--- config.mk ---
export PLATFORM = sky130hd
export DESIGN_NAME = posit_cmd_sequencer
export DESIGN_NICKNAME = d
export VERILOG_FILES = /design/src/rtl/posit_pkg.sv /design/src/rtl/posit_cmd_fifo.sv /design/src/rtl/posit_cmd_sequencer.sv
export SDC_FILE = /design/constraint.sdc
export NUM_CORES = 1
export LEC_CHECK = 0
export CORE_ASPECT_RATIO = 1.1
export CORE_MARGIN = 2
export CORE_UTILIZATION = 35
export CTS_BUF_LIST = sky130_fd_sc_hd__clkbuf_4 sky130_fd_sc_hd__clkbuf_8 sky130_fd_sc_hd__clkbuf_16
export CTS_CLUSTER_DIAMETER = 100
export DETAILED_ROUTE_END_ITERATION = 12
export SETUP_SLACK_MARGIN = 0.3
export SYNTH_ARGS = -nofsm -noshare
export SYNTH_HDL_FRONTEND = slang
export SYNTH_SLANG_ARGS = --single-unit
--- constraint.sdc ---
create_clock -name clk -period 5.68 [get_ports clk]
set_input_delay 1.136 -clock clk [delete_from_list [all_inputs] [get_ports clk]]
set_output_delay 1.136 -clock clk [all_outputs]
set_load 0.05 [all_outputs]
--- src/rtl/posit_pkg.sv ---
// Shared definitions for the posit command sequencer: opcodes, FSM encoding
// and the NaR constant helper.
package posit_pkg;

  localparam logic [1:0] OP_ADD = 2'b00;
  localparam logic [1:0] OP_SUB = 2'b01;
  localparam logic [1:0] OP_MUL = 2'b10;
  localparam logic [1:0] OP_DIV = 2'b11;

  typedef enum logic [1:0] {
    ST_IDLE  = 2'd0,
    ST_ISSUE = 2'd1,
    ST_WAIT  = 2'd2
  } state_t;

  localparam int POSIT_MAX_W = 64;

  // NaR is the sign bit alone; an exponent field at least as wide as the word
  // is not a valid posit format, so it yields all zeros instead.
  function automatic logic [POSIT_MAX_W-1:0] posit_nar(input int width, input int es_w);
    logic [POSIT_MAX_W-1:0] v;
    v = '0;
    if (es_w >= 0 && es_w < width) v[width-1] = 1'b1;
    return v;
  endfunction

endpackage

--- src/rtl/posit_cmd_fifo.sv ---
// Command FIFO: power-of-two depth, wrapped pointers, occupancy counter.
module posit_cmd_fifo #(
  parameter int WIDTH = 18,
  parameter int DEPTH = 4
) (
  input  logic             clk,
  input  logic             reset,
  input  logic             i_push,
  input  logic             i_pop,
  input  logic [WIDTH-1:0] i_data,
  output logic [WIDTH-1:0] o_data,
  output logic             o_full,
  output logic             o_empty
);

  localparam int PTR_W = $clog2(DEPTH);
  localparam int CNT_W = PTR_W + 1;

  logic [WIDTH-1:0] r_mem [DEPTH];
  logic [PTR_W-1:0] r_wr_ptr;
  logic [PTR_W-1:0] r_rd_ptr;
  logic [CNT_W-1:0] r_count;
  logic             w_push;
  logic             w_pop;

  assign o_full  = (r_count == CNT_W'(DEPTH));
  assign o_empty = (r_count == '0);
  assign o_data  = r_mem[r_rd_ptr];
  assign w_push  = i_push && !o_full;
  assign w_pop   = i_pop && !o_empty;

  always_ff @(posedge clk) begin
    if (w_push) r_mem[r_wr_ptr] <= i_data;
  end

  always_ff @(posedge clk) begin
    if (!reset) begin
      r_wr_ptr <= '0;
      r_rd_ptr <= '0;
      r_count  <= '0;
    end else begin
      if (w_push) r_wr_ptr <= r_wr_ptr + 1'b1;
      if (w_pop)  r_rd_ptr <= r_rd_ptr + 1'b1;
      case ({w_push, w_pop})
        2'b10:   r_count <= r_count + 1'b1;
        2'b01:   r_count <= r_count - 1'b1;
        default: r_count <= r_count;
      endcase
    end
  end

endmodule

--- src/rtl/posit_cmd_sequencer.sv ---
// Queues posit arithmetic commands, issues them one at a time to the posit
// core, and returns results (or NaR on div-by-zero / timeout) in order.
//
// state    | meaning
// ST_IDLE  | waiting for a queued command and a free output slot
// ST_ISSUE | command popped; start the core or short-circuit div-by-zero
// ST_WAIT  | core running; count cycles until done or timeout
module posit_cmd_sequencer
  import posit_pkg::*;
#(
  parameter int posit_width = 8,
  parameter int es          = 1,
  parameter int DEPTH       = 4,
  parameter int TIMEOUT     = 64
) (
  input  logic                   clk,
  input  logic                   reset,
  input  logic                   in_valid,
  output logic                   in_ready,
  input  logic [1:0]             in_opcode,
  input  logic [posit_width-1:0] in_a,
  input  logic [posit_width-1:0] in_b,
  output logic                   core_start,
  output logic [1:0]             core_opcode,
  output logic [posit_width-1:0] core_a,
  output logic [posit_width-1:0] core_b,
  input  logic                   core_done,
  input  logic                   core_zero,
  input  logic [posit_width-1:0] core_result,
  output logic                   out_valid,
  input  logic                   out_ready,
  output logic [posit_width-1:0] out_result,
  output logic                   out_zero,
  output logic [1:0]             out_opcode,
  output logic                   out_err,
  output logic                   busy
);

  localparam int CMD_W = 2 + 2 * posit_width;
  localparam int CNT_W = $clog2(TIMEOUT + 1);
  localparam logic [POSIT_MAX_W-1:0] NAR_FULL = posit_nar(posit_width, es);
  localparam logic [posit_width-1:0] NAR = NAR_FULL[posit_width-1:0];

  state_t                 r_state;
  state_t                 w_next;
  logic [CNT_W-1:0]       r_cnt;
  logic [1:0]             r_core_op;
  logic [posit_width-1:0] r_core_a;
  logic [posit_width-1:0] r_core_b;
  logic                   r_out_valid;
  logic [posit_width-1:0] r_out_result;
  logic                   r_out_zero;
  logic [1:0]             r_out_opcode;
  logic                   r_out_err;

  logic [CMD_W-1:0]       w_head;
  logic                   w_full;
  logic                   w_empty;
  logic                   w_push;
  logic                   w_pop;
  logic                   w_start;
  logic                   w_load_core;
  logic                   w_load_nar;
  logic                   w_nar_err;
  logic                   w_div_zero;
  logic                   w_slot_free;

  assign w_push      = in_valid && !w_full;
  assign w_div_zero  = (r_core_op == OP_DIV) && (r_core_b == '0);
  assign w_slot_free = !r_out_valid || out_ready;

  posit_cmd_fifo #(
    .WIDTH (CMD_W),
    .DEPTH (DEPTH)
  ) u_fifo (
    .clk     (clk),
    .reset   (reset),
    .i_push  (w_push),
    .i_pop   (w_pop),
    .i_data  ({in_opcode, in_a, in_b}),
    .o_data  (w_head),
    .o_full  (w_full),
    .o_empty (w_empty)
  );

  always_ff @(posedge clk) begin
    if (!reset) r_state <= ST_IDLE;
    else        r_state <= w_next;
  end

  always_comb begin
    w_next      = r_state;
    w_pop       = 1'b0;
    w_start     = 1'b0;
    w_load_core = 1'b0;
    w_load_nar  = 1'b0;
    w_nar_err   = 1'b0;
    case (r_state)
      ST_IDLE: begin
        if (!w_empty && w_slot_free) begin
          w_pop  = 1'b1;
          w_next = ST_ISSUE;
        end
      end
      ST_ISSUE: begin
        if (w_div_zero) begin
          w_load_nar = 1'b1;
          w_next     = ST_IDLE;
        end else begin
          w_start = 1'b1;
          w_next  = ST_WAIT;
        end
      end
      ST_WAIT: begin
        if (core_done) begin
          w_load_core = 1'b1;
          w_next      = ST_IDLE;
        end else if (r_cnt == CNT_W'(TIMEOUT - 1)) begin
          w_load_nar = 1'b1;
          w_nar_err  = 1'b1;
          w_next     = ST_IDLE;
        end
      end
      default: w_next = ST_IDLE;
    endcase
  end

  // Counter only advances in WAIT; any other state parks it at zero.
  always_ff @(posedge clk) begin
    if (!reset)                  r_cnt <= '0;
    else if (r_state == ST_WAIT) r_cnt <= r_cnt + 1'b1;
    else                         r_cnt <= '0;
  end

  always_ff @(posedge clk) begin
    if (!reset) begin
      r_core_op <= '0;
      r_core_a  <= '0;
      r_core_b  <= '0;
    end else if (w_pop) begin
      {r_core_op, r_core_a, r_core_b} <= w_head;
    end
  end

  always_ff @(posedge clk) begin
    if (!reset) begin
      r_out_valid  <= 1'b0;
      r_out_result <= '0;
      r_out_zero   <= 1'b0;
      r_out_opcode <= '0;
      r_out_err    <= 1'b0;
    end else if (w_load_core) begin
      r_out_valid  <= 1'b1;
      r_out_result <= core_result;
      r_out_zero   <= core_zero;
      r_out_opcode <= r_core_op;
      r_out_err    <= 1'b0;
    end else if (w_load_nar) begin
      r_out_valid  <= 1'b1;
      r_out_result <= NAR;
      r_out_zero   <= 1'b0;
      r_out_opcode <= r_core_op;
      r_out_err    <= w_nar_err;
    end else if (r_out_valid && out_ready) begin
      r_out_valid <= 1'b0;
    end
  end

  assign in_ready    = !w_full;
  assign core_start  = w_start;
  assign core_opcode = r_core_op;
  assign core_a      = r_core_a;
  assign core_b      = r_core_b;
  assign out_valid   = r_out_valid;
  assign out_result  = r_out_result;
  assign out_zero    = r_out_zero;
  assign out_opcode  = r_out_opcode;
  assign out_err     = r_out_err;
  assign busy        = (r_state != ST_IDLE) || !w_empty;

endmodule

# Word level (Yosys, flattened, before mapping)
# Memory sizes are Yosys's and may differ from the RTL's. A register that Yosys moved wholly into a read port is not among the register bits.
# Index checks and enable logic that the tools add are counted.
# op_classes
add_sub_neg	5
eq_ne	9
bitwise_logic	1
reduce_logical	22
muxes	28
# op_table
operator	n
2-to-1 mux 1 bit	17
2-to-1 mux 8 bit	2
2-to-1 mux 2 bit	6
zero test 8 bit	1
adder 7 x 1 -> 7 bit, second input constant	1
equality test 7 x 6 -> 1 bit, second input constant	1
equality test 2 bit, second input constant	3
logical AND 1 bit	6
case mux 2 bit (3 select lines)	1
case mux 3 bit (2 select lines)	1
nonzero test 2 bit	3
adder 2 x 1 -> 2 bit, second input constant	2
equality test 2 x 1 -> 1 bit, second input constant	2
zero test 1 bit	4
AND reduction 2 bit	2
adder 3 x 1 -> 3 bit, second input constant	1
equality test 3 bit, second input constant	1
zero test 3 bit	1
inequality test 3 bit, second input constant	1
nonzero test 3 bit	1
subtractor 3 x 1 -> 3 bit, second input constant	1
zero test 2 bit	1
logical OR 1 bit	2
inequality test 2 bit, second input constant	1
other kinds (3)	3
# word_totals
wordCells	76
out_inout_bits	34
ramBits	72
input_bits	32
n_memories	1
regBits	29
# mem_list
name	words	word_bits	rd	rd_clocked_by_memory_dff	write_ports	line	rtl
u_fifo.r_mem	4	18	1	1	1	posit_cmd_fifo.sv:19	logic [WIDTH-1:0] r_mem [DEPTH];

# Logic depth before layout (Yosys ltp)
# Gate-level depths: netlist of run 1.
# logic_depth
ltp_word	8
ltp_mapped	11

# Hierarchy
# From an unflattened synthesis of run 1, not the netlist that was laid out.
# hier_totals
cells_unflattened	307
hier_area_um2	4690.7
# by_module_without_submodules
mod	n_inst	cells_per_inst	seq_area_each_um2	area_per_inst_um2
posit_cmd_fifo	1	148	2342.2	3103.0
posit_cmd_sequencer	1	159	800.8	1587.8

# Worst setup path after synthesis of run 1
# No wires, ideal clock.
# synth_path
kind	input port to flip-flop
startpoint	input out_ready
endpoint	register u_fifo.r_count[2]
setup_time_ps	71
cell_stages	10
required_time_ps	5609
slack_ps	2716
t_arrival_ps	2893
path_buffers	1
path_cell_list	nand2b_1 nand3_2 inv_2 buf_2 ha_1 inv_1 fa_1 xor2_1 or3_1 a21oi_1
# synth_between
elab_chain_len	7
elab_cells_between_ends	9
classes_between	2 x eq/ne; 3 x mux; 4 x reduce/logical
# synth_rtl
item	line	rtl
start, declared	posit_cmd_sequencer.sv:31	input logic out_ready,
logical OR 1 bit (*)	posit_cmd_sequencer.sv:70	assign w_slot_free = !r_out_valid || out_ready;
logical AND 1 bit (*)	posit_cmd_sequencer.sv:100	if (!w_empty && w_slot_free) begin
2-to-1 mux 1 bit (*)	posit_cmd_sequencer.sv:100	
2-to-1 mux 1 bit (*)	posit_cmd_sequencer.sv:98	case (r_state)
logical AND 1 bit (*)	posit_cmd_fifo.sv:30	assign w_pop = i_pop && !o_empty;
net u_fifo.w_pop	posit_cmd_fifo.sv:24	logic w_pop;
equality test 2 x 1 -> 1 bit / equality test 2 bit (equally long branches)	posit_cmd_fifo.sv:44	case ({w_push, w_pop})
case mux 3 bit (2 select lines) / nonzero test 2 bit (equally long branches)	--	
end signal, assigned	posit_cmd_fifo.sv:45	2'b10: r_count <= r_count + 1'b1;
end signal, assigned	posit_cmd_fifo.sv:46	2'b01: r_count <= r_count - 1'b1;
end signal, assigned	posit_cmd_fifo.sv:47	default: r_count <= r_count;
end, declared	posit_cmd_fifo.sv:22	logic [CNT_W-1:0] r_count;
# Mark *: on every way through the listed nets, which the timed path passes. The rest lies on a longest branch.
# A chain may end at the register's enable or synchronous reset.

# Worst setup path in the final report of run 1
# layout_path
startpoint	input out_ready
endpoint	register u_fifo.r_count[2]
# layout_between
elab_chain_len	7
elab_cells_between_ends	9
classes_between	2 x eq/ne; 3 x mux; 4 x reduce/logical
# layout_rtl
item	line
logical OR 1 bit (*)	posit_cmd_sequencer.sv:70
logical AND 1 bit (*)	posit_cmd_sequencer.sv:100
2-to-1 mux 1 bit (*)	posit_cmd_sequencer.sv:100
2-to-1 mux 1 bit (*)	posit_cmd_sequencer.sv:98
logical AND 1 bit (*)	posit_cmd_fifo.sv:30
equality test 2 x 1 -> 1 bit / equality test 2 bit (equally long branches)	posit_cmd_fifo.sv:44
case mux 3 bit (2 select lines) / nonzero test 2 bit (equally long branches)	--
# Mark *: on every way between the ends. The rest lies on a longest branch, timed or not.

==> results of run 1 <==
registers in the layout, summed over array words and instances, names as in the netlist:
register	flops
out_err	1
out_opcode	2
core_a	8
core_opcode	2
r_cnt	7
out_zero	1
u_fifo.r_count	3
r_state	2
u_fifo.r_rd_ptr	2
core_b	8
out_valid	1
u_fifo.r_mem	72
out_result	8
u_fifo.r_wr_ptr	2
critical path, stage by stage:
cell,delay (ps)
clkdlybuf4s50_1,450
nand2b_1,220
nand3_2,380
inv_2,410
ha_1,240
inv_1,60
fa_1,370
xor2_1,170
or3_1,300
a21oi_1,140
routing by layer:
layer / part of all wire / up-vias / GRT usage
met5: 0 / - / 0
met2: 0.48 / 80 / 0.225
li1: - / 1374 / -
met4: 0.019 / 0 / 0.0645
met1: 0.45 / 1367 / 0.174
met3: 0.055 / 15 / 0.0496
logic make-up (layout without fill, tap and decap cells):
family                   Yosys count  count (layout)  synth area share
AND/OR/NAND/NOR                  103             103             0.116
AO/OA/AOI/OAI                     46              46            0.0633
adder cells (fa/ha/maj)           11              11            0.0307
buffers and inverters             26             111            0.0267
multiplexers                      20              20            0.0900
flip-flops                       119             119             0.657
XOR/XNOR                           9               9            0.0167
final timing paths:
kind / from / to / slack, ps / depth (start not counted)
worst max-delay path: out_ready / u_fifo.r_count[2]$_SDFFE_PN0P_ / 2110 / 10
worst min-delay path: r_cnt[0]$_SDFF_PN0_ / r_cnt[0]$_SDFF_PN0_ / 450 / 1
worst max register to register: r_state[0]$_SDFFE_PN0P_ / u_fifo.r_count[2]$_SDFFE_PN0P_ / 2850 / 10
worst min register to register: r_cnt[0]$_SDFF_PN0_ / r_cnt[0]$_SDFF_PN0_ / 450 / 1
power by group through the flow:
stage / combinational (mW) / clock, mW / sequential (mW)
6_report: 0.971 / 1.17 / 1.19
5_1_grt: 1.05 / 1.23 / 1.21
4_1_cts: 0.986 / 1.19 / 1.20
3_5_place_dp: 0.979 / 0 / 1.21
3_3_place_gp: 0.965 / 0 / 1.21
2_1_floorplan: 0.523 / 0 / 1.36
layout by cell type (no fill, tap or decap), types with 4 or more instances in the layout:
master / synthesis / layout
o21ai_0: 4 / 4
mux4_2: 18 / 18
clkbuf_16: 0 / 17
inv_1: 10 / 10
clkdlybuf4s50_1: 0 / 65
nand3_1: 11 / 11
dfxtp_1: 47 / 47
edfxtp_1: 72 / 72
bufinv_16: 0 / 5
o22ai_1: 8 / 8
and3_1: 5 / 5
a21oi_1: 24 / 24
ha_1: 10 / 10
xor2_1: 6 / 6
nor2_1: 11 / 11
nand2_1: 53 / 53
metrics by stage:
stage          power (mW)  hold slack (ps)  cells
2_1_floorplan        1.89              418    334
3_3_place_gp         2.18              429    548
6_report             3.33              449    580
3_5_place_dp         2.19              435    548
5_1_grt              3.49              489    580
4_1_cts              3.37              450    580
synth_stat cells, types with 2 or more instances:
cell      count
inv_2         2
o22ai_1       8
or3_1         3
buf_2         5
o21ai_0       4
nand2b_1      2
dfxtp_1      47
inv_1        10
nand2_1      53
edfxtp_1     72
o221a_4       2
xnor2_1       3
xor2_1        6
mux2i_1       2
a21oi_1      24
nor3_1        2
a31oi_1       2
and3_1        5
ha_1         10
or3b_1        2
mux4_2       18
clkbuf_1      4
nor2_1       11
nand3_1      11
cell type report:
cell class | count | area (µm²) | area share
Tap cell | 161 | 201 | 0.0327
Clock buffer | 17 | 425 | 0.0691
Sequential cell | 119 | 3100 | 0.504
Clock inverter | 15 | 225 | 0.0366
Inverter | 13 | 48.8 | 0.00793
Timing Repair Buffer | 66 | 658 | 0.107
Multi-Input combinational cell | 189 | 1500 | 0.243
==> impl_metrics.tcl, run 1 <==
set metrics [dict create \
    via_count 2836 \
    worst_slew_pin_slew_ps 1070 \
    cp.required_ps 6000 \
    pwr-share-comb 0.291 \
    drv_cap 0 \
    overflow 0 \
    cp-start-kind "input pin" \
    ir_drop_uv 289 \
    clk_latency_ps 410 \
    die_y_um 126 \
    cts_hold_buffers 0 \
    drt-wirelength-per-cell_um 16.3 \
    die_w_um 115 \
    fin_crit_ps 3570 \
    num_rows 44 \
    synth_area_mm2 0.00472 \
    routed_wl_um 9430 \
    drtPass1Iterations 4 \
    leakage_nw 2.14 \
    cts_inserted_buffers 17 \
    cts_max_level 4 \
    clock-root-buffer "clkbuf_16" \
    switchingPower_mw 1.12 \
    antenna_left 0 \
    grt_start_max_net_pins 28 \
    ioPinCount 66 \
    synth_top_area_frac 0.458 \
    antenna_cells 0 \
    p_int_mw 2.21 \
    grt_pass1_wl_um 15300 \
    finalHoldViolations 0 \
    synth_top_area_cell "edfxtp_1" \
    coreArea_mm2 0.0132 \
    setup_viol 0 \
    fmax_mhz 280 \
    preCtsSetupSlack_ps 1710 \
    synth_cell_types 50 \
    setup.worst_path.class "input pin to register" \
    syn-num-nets 377 \
    drc 0 \
    grt.total_usage 0.142 \
    yosys_warnings 0 \
    worstPathMaxFanout 20 \
    cts_tree "built" \
    fin_worst_skew_ps 14.6 \
    via_per_inst 4.89 \
    worst_slack_ps 2110 \
    synth_top_flop_cell "edfxtp_1" \
    endpoint_kind "register" \
    die_area_mm2 0.0144 \
    drt-initial-drc-count 175 \
    clkPwrFrac 0.351 \
    grt_pass1_vias 2909 \
    start_util 0.358 \
    drv_slew 0 \
    synthTopCellsByArea "edfxtp_1, dfxtp_1, mux4_2" \
    outcome "completed" \
    hold_class "register to register" \
    ys_ff_latch 119 \
    nNetsFinal 449 \
    rsz0062_at_grt "false" \
    antenna_found_initial 0 \
    synth-edff-count 72 \
    drive_gt1_frac 0.155 \
    clk_pin_slew_worst_paths_ps 50 \
    fillCellCount 1171 \
    slew_headroom 0.285 \
    dpl-instance-area_mm2 0.00551 \
    hpwlAfterDp_um 6260 \
    gp_congestion 0.728 \
    io_buffers 65 \
    cts_max_path_buffers 2 \
    post_cts_resized 0 \
    min_period_over_period 0.629 \
    powerDensity_mw_per_mm2 541 \
    p_sw_frac 0.335 \
    syn_inst 334 \
    synthToLayoutAreaGrowth_pct 30.3 \
    final_area_mm2 0.00616 \
    clkSinkCount 119 \
    syn_area_per_cell_um2 14.1 \
    yosysSeqAreaShare 0.657 \
    post-route-util 0.466 \
    synthArstFlopShare 0 \
    seqPwrFrac 0.358 \
    cp.arrival_ps 3890 \
    postCtsSetupBuffers 0 \
    fin_setup_tns_ps 0 \
]
No activity file was read; power rests on OpenSTA's default activity.
==> run 2: changes to the inputs <==
clock period = 3.1 ns   (was 5.68 ns; I/O delays follow)
==> run 2 against run 1 <==
Net effect:
- global-route usage hardly changed
- final cell count is 1.4% higher
- highest routed layer unchanged
- utilization is 0.25 points lower
- via count is 2.0% higher
- design area is 0.53% lower
- combinational power is 92% higher
- critical path depth is 6 lower
- non-clock buffer count is 8 higher
- clock-buffer cell count is 3 higher
==> impl_metrics.tcl, run 2 (synthesized netlist as in run 1, its figures left out) <==
set metrics [dict create \
    fin_setup_tns_ps 0 \
    worstReg2RegEnd "u_fifo.r_count[2]$_SDFFE_PN0P_" \
    min_period_over_period 0.844 \
    die_w_um 115 \
    rsz0062_at_grt "false" \
    worstSetupPathDepth 4 \
    cp.required_ps 2480 \
    ir_drop_uv 616 \
    fin_worst_skew_ps 6.41 \
    finalHoldViolations 0 \
    cts_hold_buffers 0 \
    powerDensity_mw_per_mm2 952 \
    drv_cap 0 \
    layout_common_cells "edfxtp_1, clkdlybuf4s50_1, nand2_1" \
    cts_tree "built" \
    clk_pin_slew_worst_paths_ps 50 \
    instances_no_fill 588 \
    hpwlAfterDp_um 6230 \
    setup.worst_path.class "register to primary output" \
    reg2reg_depth 9 \
    cp-start-kind "register" \
    use_met3 0.0582 \
    final_common_cell "edfxtp_1" \
    met2_usage 0.231 \
    start_util 0.358 \
    cts_max_level 4 \
    dpl-instance-area_mm2 0.00557 \
    path_buf_inv 2 \
    crit_chain "inv_1 -> ha_1 -> nand2_1 -> clkdlybuf4s50_1" \
    largest_register_ffs 72 \
    slew_headroom 0.331 \
    cpPeakStageDelay_ps 800 \
    grt_start_max_net_pins 27 \
    timing.rr.start "u_fifo.r_count[2]$_SDFFE_PN0P_" \
    die_y_um 126 \
    grt_pass1_wl_um 15500 \
    io_buffers 65 \
    via_per_inst 4.92 \
    cts_inserted_buffers 17 \
    worst_path_max_delay_cell "clkdlybuf4s50_1" \
    busiest_layer "met2" \
    gp_congestion 0.745 \
    clk_latency_ps 400 \
    routed_wl_um 9600 \
    grt_pass1_vias 2973 \
    synthToLayoutAreaGrowth_pct 29.6 \
    coreArea_mm2 0.0132 \
    fmax_mhz 382 \
    nNetsFinal 457 \
    cp.arrival_ps 2000 \
    regMostFlops "u_fifo.r_mem" \
    ioPinCount 66 \
    placed_cells 556 \
    hold_class "register to register" \
    drive_gt1_frac 0.166 \
    die_area_mm2 0.0144 \
    antenna_found_initial 0 \
    clock-root-buffer "clkbuf_16" \
    clkSinkCount 119 \
    endpoint_kind "primary output" \
    drt-wirelength-per-cell_um 16.3 \
    drt-initial-drc-count 141 \
    final_area_mm2 0.00612 \
    drtPass1Iterations 4 \
    outcome "completed" \
    endpoint "busy" \
    rrSetupSlack_ps 690 \
    drv_slew 0 \
    grt.total_usage 0.142 \
    worst_slew_pin_slew_ps 1000 \
    setup_viol 0 \
    worstPathMaxFanout 4 \
    leakage_nw 2.14 \
    met1_usage 0.171 \
    cts_max_path_buffers 2 \
    overflow 0 \
    antenna_cells 0 \
    crit_family "buffers and inverters" \
    cp-startpoint "r_state[0]$_SDFFE_PN0P_" \
    antenna_left 0 \
    num_rows 44 \
    drc 0 \
    fin_crit_ps 2620 \
    via_count 2894 \
]
==> run 2: layout make-up <==
cell class,instances,area [µm²]
Inverter,13,48.8
Tap cell,161,201
Fill cell,1188,7090
Timing Repair Buffer,74,717
Multi-Input combinational cell,189,1500
Clock buffer,20,454
Clock inverter,12,105
Sequential cell,119,3100
==> run 2: timing repair <==
action | 4_1_cts | 5_1_grt
gates resized for setup | 1 | 0
setup endpoints to repair | 1 | 0
buffers inserted | 0 | 0
==> run 2: metrics by stage <==
step                      utilization  total power, mW  worst slack [ps]  hold WS, ps
after floorplan                     -             3.46               560          418
after global placement          0.421             4.04               376          432
after detailed placement        0.421             4.07               335          445
after CTS                       0.464             5.91               435          453
after global routing            0.464             6.12               379          479
final                           0.464             5.83               484          449
==> run 2: metal layers <==
metal  share of wire  routed length (µm)  vias up
met5               0                   0        -
met4          0.0083                  80        0
met3           0.060                 578        7
met2            0.49                4670       69
met1            0.44                4270     1423
li1                -                   -     1395
==> run 2: how the worst min path moves through the flow <==
| stage | endpoint | startpoint | cells after the start | slack [ps] |
|---|---|---|---|---|
| finish | r_cnt[0]$_SDFF_PN0_ | r_cnt[0]$_SDFF_PN0_ | 1 | 450 |
| global route | core_a[7]$_SDFFE_PN0N_ | core_a[7]$_SDFFE_PN0N_ | 2 | 480 |
| CTS | r_cnt[0]$_SDFF_PN0_ | r_cnt[0]$_SDFF_PN0_ | 1 | 450 |
| detailed placement | r_cnt[0]$_SDFF_PN0_ | r_cnt[0]$_SDFF_PN0_ | 1 | 440 |
| global placement | r_cnt[0]$_SDFF_PN0_ | r_cnt[0]$_SDFF_PN0_ | 1 | 430 |
| floorplan | r_cnt[0]$_SDFF_PN0_ | r_cnt[0]$_SDFF_PN0_ | 1 | 420 |
==> run 2: worst reg2reg max path, cell delays in order, from the launching register on <==
cell and delay, ps:
dfxtp_1 380, or3b_1 440, and2_1 230, inv_2 70, ha_1 170, inv_1 60, fa_1 370, xor2_1 180
or3_1 300, a21oi_1 130
==> run 2: power by group <==
part	internal (mW)	switching, mW	leakage [nW]	total (mW)
combinational	0.697	1.16	0.827	1.86
clock	1.13	0.685	0.268	1.82
sequential	1.96	0.192	1.04	2.15
==> run 3: changes to the inputs <==
clock period = 2.1 ns   (was 3.1 ns; I/O delays follow)
==> run 3 against run 2 <==
Net effect:
- clock skew increased by 5.4 ps
- worst setup slack got worse by 500 ps
- highest routed layer unchanged
- utilization increased by 3.2 points
- non-clock buffer count increased by 20
- combinational power increased by 84%
- total power increased by 64%
- worst hold slack got worse by 5.3 ps
- via count increased by 4.6%
- flip-flop and latch count unchanged
- sequential share of layout area decreased by 3.0 points
- design area increased by 6.9%
- clock power increased by 65%
- the run now ends with setup timing left
- critical endpoint is now u_fifo.r_count[2]$_SDFFE_PN0P_
==> impl_metrics.tcl, run 3 (synthesized netlist as in run 1, its figures left out) <==
set metrics [dict create \
    drc 0 \
    die_w_um 115 \
    clk_pin_slew_worst_paths_ps 50 \
    setup.worst_path.class "register to register" \
    drtPass1Iterations 4 \
    placed_cells 565 \
    synthToLayoutAreaGrowth_pct 38.6 \
    slew_headroom 0.668 \
    p_int_mw 6.38 \
    drt-initial-drc-count 126 \
    fin_setup_tns_ps -11.0 \
    worstReg2RegEnd "u_fifo.r_count[2]$_SDFFE_PN0P_" \
    instances_no_fill 609 \
    fin_worst_skew_ps 11.8 \
    die_area_mm2 0.0144 \
    via_count 3028 \
    worst_path_max_delay_cell "or3b_4" \
    seqPwrFrac 0.328 \
    p_sw_frac 0.333 \
    fillCellCount 1139 \
    rrSetupSlack_ps -10 \
    cts_tree "built" \
    worstPathMaxFanout 2 \
    final_common_cell "edfxtp_1" \
    pwr-share-comb 0.357 \
    cp.arrival_ps 2440 \
    coreArea_mm2 0.0132 \
    switchingPower_mw 3.19 \
    gp_congestion 0.814 \
    preCtsSetupSlack_ps -264 \
    hold_start "r_cnt[0]$_SDFF_PN0_" \
    io_buffers 65 \
    cts_max_path_buffers 2 \
    clock-root-buffer "clkbuf_16" \
    grt.total_usage 0.148 \
    cpPeakStageDelay_ps 400 \
    worst_slew_pin_slew_ps 501 \
    die_y_um 126 \
    crit_family "simple AND/OR/NAND/NOR gates" \
    setup_viol 1 \
    crit_chain "or3b_4 -> and2_4 -> inv_4 -> ha_4 -> inv_2 -> fa_2 -> xor2_1 -> or3_1 -> a21oi_2" \
    routed_wl_um 10200 \
    dpl-instance-area_mm2 0.00575 \
    grt_start_max_net_pins 28 \
    antenna_found_initial 0 \
    cts_hold_buffers 0 \
    post-route-util 0.496 \
    fmax_mhz 474 \
    ir_drop_uv 612 \
    ioPinCount 66 \
    grt_pass1_vias 3021 \
    cp-start-kind "register" \
    worstSetupPathDepth 9 \
    min_to "r_cnt[0]$_SDFF_PN0_" \
    drt-wirelength-per-cell_um 16.8 \
    endpoint_kind "register" \
    drv_slew 0 \
    path_buf_inv 2 \
    grt_pass1_wl_um 15800 \
    drive_gt1_frac 0.299 \
    reg2reg_depth 9 \
    hold_depth 1 \
    hpwlAfterDp_um 6130 \
    outcome "finished with violations" \
    leakage_nw 2.42 \
    final_area_mm2 0.00655 \
    nNetsFinal 478 \
    antenna_cells 0 \
    antenna_left 0 \
    drv_cap 0 \
    fin_crit_ps 2110 \
    totalPowerFinal_mw 9.57 \
    holdWs_ps 443 \
    num_rows 44 \
    cts_max_level 4 \
    finalHoldViolations 0 \
    start_util 0.358 \
    violations "setup timing" \
    clkPwrFrac 0.315 \
    rsz0062_at_grt "true" \
    layout_common_cells "edfxtp_1, nand2_1, dfxtp_1" \
    cts_inserted_buffers 17 \
    clk_latency_ps 410 \
    timing.rr.start "u_fifo.r_count[1]$_SDFFE_PN0P_" \
    overflow 0 \
    clkSinkCount 119 \
    largest_register_ffs 72 \
    powerDensity_mw_per_mm2 1460 \
    hold_class "register to register" \
    worst_slack_ps -11.0 \
    min_period_over_period 1.01 \
    cp.required_ps 2430 \
    cp-startpoint "u_fifo.r_count[1]$_SDFFE_PN0P_" \
    regMostFlops "u_fifo.r_mem" \
    via_per_inst 4.97 \
]
## run 3: cell types whose count changed in the layout (fill, tap and decap cells not counted), moves of 4 or more
| cell | previous run | this run |
|---|---|---|
| clkdlybuf4s50_1 | 64 | 31 |
| dlygate4sd2_1 | 1 | 24 |
| buf_4 | 9 | 21 |
| dfxtp_1 | 47 | 37 |
| dfxtp_2 | 0 | 8 |
| buf_12 | 0 | 7 |
| and3_1 | 5 | 1 |
| and3_4 | 0 | 4 |
| clkinv_4 | 4 | 0 |
| ha_1 | 10 | 6 |
## run 3: metal layers
layer / global-route usage / vias to the layer above / wire length, µm
li1: - / 1431 / -
met1: 0.171 / 1490 / 4310
met2: 0.247 / 85 / 5150
met3: 0.0443 / 22 / 464
met4: 0.0751 / 0 / 295
met5: 0 / - / 0
## run 3: area by class of cell
| cell class | count | area [µm²] | area share |
|---|---|---|---|
| Sequential cell | 119 | 3120 | 0.476 |
| Clock buffer | 22 | 469 | 0.0716 |
| Multi-Input combinational cell | 190 | 1630 | 0.248 |
| Clock inverter | 10 | 151 | 0.0231 |
| Tap cell | 161 | 201 | 0.0308 |
| Inverter | 13 | 53.8 | 0.00822 |
| Timing Repair Buffer | 94 | 926 | 0.141 |
## run 3: worst max path at each step
stage | end | slack (ps)
after floorplan | u_fifo.r_count[2]$_SDFFE_PN0P_ | -80
after global placement | u_fifo.r_count[2]$_SDFFE_PN0P_ | -210
after detailed placement | u_fifo.r_count[2]$_SDFFE_PN0P_ | -260
after CTS | u_fifo.r_count[2]$_SDFFE_PN0P_ | 20
after global routing | u_fifo.r_count[2]$_SDFFE_PN0P_ | -80
final | u_fifo.r_count[2]$_SDFFE_PN0P_ | -10
## run 3: power by group through the flow
stage	Sequential, mW	Combinational (mW)	Clock (mW)
final	3.14	3.42	3.01
after global routing	3.18	3.69	3.16
after detailed placement	3.17	3.15	0
after global placement	3.16	3.11	0
after floorplan	3.69	1.50	0
after CTS	3.13	3.24	3.07
## run 3: timing repair
action | in CTS | in global routing
pin swaps | 5 | 10
gates resized for setup | 49 | 31
cloned | 0 | 1
setup endpoints to repair | 36 | 20
buffers inserted | 7 | 4
==> RTL edit 1 (flow settings as in run 2) <==
The parameter `posit_width` goes from 8 to 6.
--- a/src/rtl/posit_cmd_sequencer.sv
+++ b/src/rtl/posit_cmd_sequencer.sv
@@ -8,7 +8,7 @@
 module posit_cmd_sequencer
   import posit_pkg::*;
 #(
-  parameter int posit_width = 8,
+  parameter int posit_width = 6,
   parameter int es          = 1,
   parameter int DEPTH       = 4,
   parameter int TIMEOUT     = 64
Interface: changed (6 resized); port bits go from 66 to 54. No check against the original RTL was run, so the function may have changed too.
==> RTL edit 1 against run 2 <==
  * Setup slack better by 82 ps
  * Synthesized area down 18%
  * Sequential cell count down 22
  * Fmax up 3.3%
  * Design area down 20%
  * Wire length down 22%
  * Power down 26%
  * Final cell count down 16%
  * Largest power group unchanged
==> RTL edit 1: results (changes against run 2) <==
- Synth cell count leaders: 56 x edfxtp_1, 50 x nand2_1, 41 x dfxtp_1
- Reg clk slew, reported paths: approximately 60 ps
- Post-synthesis compound-gate area fraction: 7.95% (+1.6 points)
- Worst-Margin Slew: 814 ps (-188 ps)
- Gpl congestion: 0.714 (-4.2%)
- Post-synth EDFFs: 56 (-22%)
- P_leak: 1.68 nW (-21%)
- Fraction of the mapped netlist area in adder cells: 3.74% (+0.66 points)
- Maximum VDD drop: 0.000426 V (-31%)
- H-tree Lvls: 3 (-1)
- Layout cell share with drive strength beyond 1: 13.2% (-3.4 points)
- HP Class: reg -> reg
- Number of DRC markers in iteration 0: 62 (-56%)
- Drt total wl: 7520 µm (-22%)
- Critical-path cell with the highest stage delay: clkdlybuf4s50_1
- Max incr delay on CP: 790 ps
- Largest cells by area after synthesis: edfxtp_1 43%, dfxtp_1 21%, mux4_2 8.1%
- Total CTS buffers: 9 (-8)
- Avg Synthesized Cell Area: 13.8 µm² (-2.6%)
- Async SR Flop Fraction: 0% (unchanged)
- Synth cell types: 40 (-20%)
- Fin Hold WS: 449 ps (+0.382 ps)
- Status: completed
- Biggest regs: u_fifo.r_mem: 56 flops, r_cnt: 7 flops
- Hold path cells: 1 (unchanged)
- Overall Global Routing Usage: 13.5% (-0.70 points)
- DP HPWL: 5130 µm (-18%)
- RR Endpoint: u_fifo.r_count[2]
- First-pass detailed-route iteration total: 4 (unchanged)
- Skew-Pair Late Insertion Delay: 330 ps (-70 ps)
- Cell area after placement: 4610 µm² (-17%)
- Routed vias/inst: 4.73 (-3.9%)
- Post-place setup slack: 297 ps (-37.9 ps)
- Top Family by Delay on Critical Path: buffers and inverters
- Max Fanout on Critical Path: 4 (unchanged)
- WHS Endpoint: r_cnt[0]
- Vias in the first global route: 2448 (-18%)
- Fin nets: 381 (-17%)
- Global-route wire length before repair: 12400 µm (-20%)
- Port Buf Inserts: 53 (-18%)
- Synth warn: 0 (unchanged)
- Vias: 2347 (-19%)
- Largest net degree at the start of global routing: 19 (-30%)
- RR Startpoint: u_fifo.r_count[2]
- Worst reg2reg setup slack: 590 ps (-100 ps)
- XOR/XNOR Fraction of Synth Area: 1.80% (+0.14 points)
- Syn nets: 319 (-15%)
- Placed Cells: 480 (-14%)
- CTS max path bufs: 2 (unchanged)
- Fillers: 1022 (-14%)
- Worst-case reg-to-reg path depth: 9 (unchanged)
- Cell-internal power: 2.80 mW (-26%)
- Mux cell area share after synthesis: 8.63% (-0.37 points)
- Seq/Total Area, Yosys: 64.4% (-1.3 points)
- CP Data Arrival Time: 1910 ps (-90 ps)
- N_diodes: 0 (unchanged)
- Max Clock Skew: 6.28 ps (-0.132 ps)
- Hold_sp: r_cnt[0]
[RTL edit 1: worst max path at each step]
stage / start / endpoint / slack [ps] / cells after the start
floorplan: core_b[0] / core_start / 500 / 2
global placement: out_ready / u_fifo.r_count[2] / 410 / 10
detailed placement: out_ready / u_fifo.r_count[2] / 300 / 10
CTS: core_b[0] / core_start / 300 / 3
global route: u_fifo.r_count[0] / u_fifo.r_count[2] / 440 / 9
finish: r_state[0] / busy / 570 / 4
[RTL edit 1: kinds of logic after synthesis]
group,Yosys count
AO/OA/AOI/OAI,40
XOR/XNOR,8
adder cells (fa/ha/maj),11
buffers and inverters,20
flip-flops,97
multiplexers,16
AND/OR/NAND/NOR,90
[RTL edit 1: what timing repair did]
action,CTS,global route
endpoints found under the setup margin,0,1
setup buffers,0,0
gates resized for setup,0,1
[RTL edit 1: final cells by class]
cell class | instances | area (µm²) | share of cell area [%]
multi-input cells | 165 | 1290 | 26.3
well taps | 147 | 184 | 3.74
clock inverters | 3 | 23.8 | 0.483
flip-flops and latches | 97 | 2500 | 50.9
repair buffers | 62 | 601 | 12.2
clock buffers | 13 | 279 | 5.67
inverters | 9 | 33.8 | 0.687
[RTL edit 1: worst reg2reg max path, cell delays in order (launching register included)]
cell and delay, ps:
dfxtp_1 380, or3b_1 440, and2_1 220, inv_1 80, ha_1 180, inv_1 60
fa_1 370, xor2_1 180, or3_1 300, a21boi_0 220
[RTL edit 1: metal layers]
layer | routed length [µm] | vias to the layer above | global-route usage [%]
met5 | 0 | - | 0
met2 | 3750 | 46 | 23.8
met1 | 3420 | 1137 | 16.2
met3 | 243 | 11 | 2.56
met4 | 114 | 0 | 5.41
li1 | - | 1153 | -
[RTL edit 1: power by group through the flow]
| stage | logic, mW | clock network, mW | registers (mW) |
|---|---|---|---|
| after floorplan | 0.769 | 0 | 2.00 |
| after global placement | 1.52 | 0 | 1.73 |
| after detailed placement | 1.53 | 0 | 1.74 |
| after CTS | 1.54 | 1.12 | 1.72 |
| after global routing | 1.64 | 1.18 | 1.74 |
| final | 1.50 | 1.08 | 1.71 |
==> RTL edit 2 (settings of run 2) <==
Without the edit above. Register the output `out_err` once more, with the module's reset; this adds one clock of latency there. The other outputs are not delayed to match.
--- a/src/rtl/posit_cmd_sequencer.sv
+++ b/src/rtl/posit_cmd_sequencer.sv
@@ -175,7 +175,13 @@
   assign out_result  = r_out_result;
   assign out_zero    = r_out_zero;
   assign out_opcode  = r_out_opcode;
-  assign out_err     = r_out_err;
+  always_ff @(posedge clk) begin
+    if (!reset) begin
+      out_err <= '0;
+    end else begin
+      out_err <= r_out_err;
+    end
+  end
   assign busy        = (r_state != ST_IDLE) || !w_empty;
 
 endmodule
Function: same outputs for any inputs over 10 cycles, from zero or initial values and one cycle with reset low; that may be too few to reach the edited logic, so the function may still have changed.
==> RTL edit 2 against run 2 <==
  * Clock skew grew 0.72 ps
  * Power grew 3.0%
  * Synthesized cell count shrank 4.2%
  * Wire length shrank 5.7%
  * Design area grew 0.22%
  * Sequential cell count grew 1
  * Utilization grew 0.49 points
  * Count of clock-buffer cells in the layout grew 8
  * Critical path depth shrank 2
  * Synthesized area shrank 1.0%
  * Setup slack gained 29 ps
==> RTL edit 2: results (changes against run 2) <==
- Max Clock Skew: 7.13 ps (+0.718 ps)
- Status: completed
- Vias: 2807 (-3.0%)
- Worst reg2reg setup slack: 730 ps (+40 ps)
- Fin Hold WS: 444 ps (-4.27 ps)
- Synth cell types: 42 (-16%)
- Switching power: 1.97 mW (-3.5%)
- Max Fanout on Critical Path: 6 (+2)
- # resized after CTS: 0 (-1)
- Avg Synthesized Cell Area: 14.6 µm² (+3.3%)
- Synth cell count leaders: 72 x edfxtp_1, 48 x dfxtp_1, 47 x nand2_1
- Clock power frac: 33.0% (+1.8 points)
- Fin nets: 443 (-3.1%)
- Cell area after placement: 5500 µm² (-1.1%)
- Seq/Total Area, Yosys: 66.8% (+1.1 points)
- Vias in the first global route: 2929 (-1.5%)
- Global-route wire length before repair: 14900 µm (-3.8%)
- Gpl congestion: 0.709 (-4.8%)
- Length of routed met3 wiring: 430 µm (-26%)
- Comb power frac: 30.8% (-1.1 points)
- Max incr delay on CP: 740 ps (-60 ps)
- DP HPWL: 5720 µm (-8.1%)
- Met1 usage: 15.6% (-1.5 points)
- Grt met3 use: 4.36% (-1.5 points)
- Worst-Margin Slew: 1020 ps (+19.0 ps)
- Non-Filler Instances: 574 (-2.4%)
- Synth top area share: 46.2% (+0.47 points)
- Placed Cells: 542 (-2.5%)
- CP Data Arrival Time: 1970 ps (-30 ps)
- Maximum VDD drop: 0.000380 V (-38%)
- Per-cell routed wire length: 15.8 µm (-3.4%)
- GRT met2 Usage: 23.8% (+0.63 points)
- CP endpoint: in_ready
- Overall Global Routing Usage: 13.7% (-0.47 points)
[RTL edit 2: changes by cell type in the layout (fill, tap and decap cells not counted), moves of 3 or more]
cell,change
a32o_2,+6
nand2_1,-6
a21oi_1,+3
clkinv_1,-3
clkinv_4,-4
o22ai_1,-8
nand3_1,-7
clkbuf_16,+4
clkbuf_8,+4
[RTL edit 2: area by class of cell]
class                   instances  area, µm²
clock inverters                 4       22.5
well taps                     161        201
multi-input cells             174       1410
inverters                      13       48.8
flip-flops and latches        120       3120
repair buffers                 74        721
clock buffers                  28        609
fillers                      1150       6960
[RTL edit 2: kinds of logic after synthesis]
kind of cell             count (synthesis)  share of synthesized area, %
XOR/XNOR                                 9                          1.69
buffers and inverters                   26                          3.02
AND/OR/NAND/NOR                         89                          10.2
adder cells (fa/ha/maj)                 11                          3.10
AO/OA/AOI/OAI                           45                          6.13
multiplexers                            20                          9.10
flip-flops                             120                          66.8
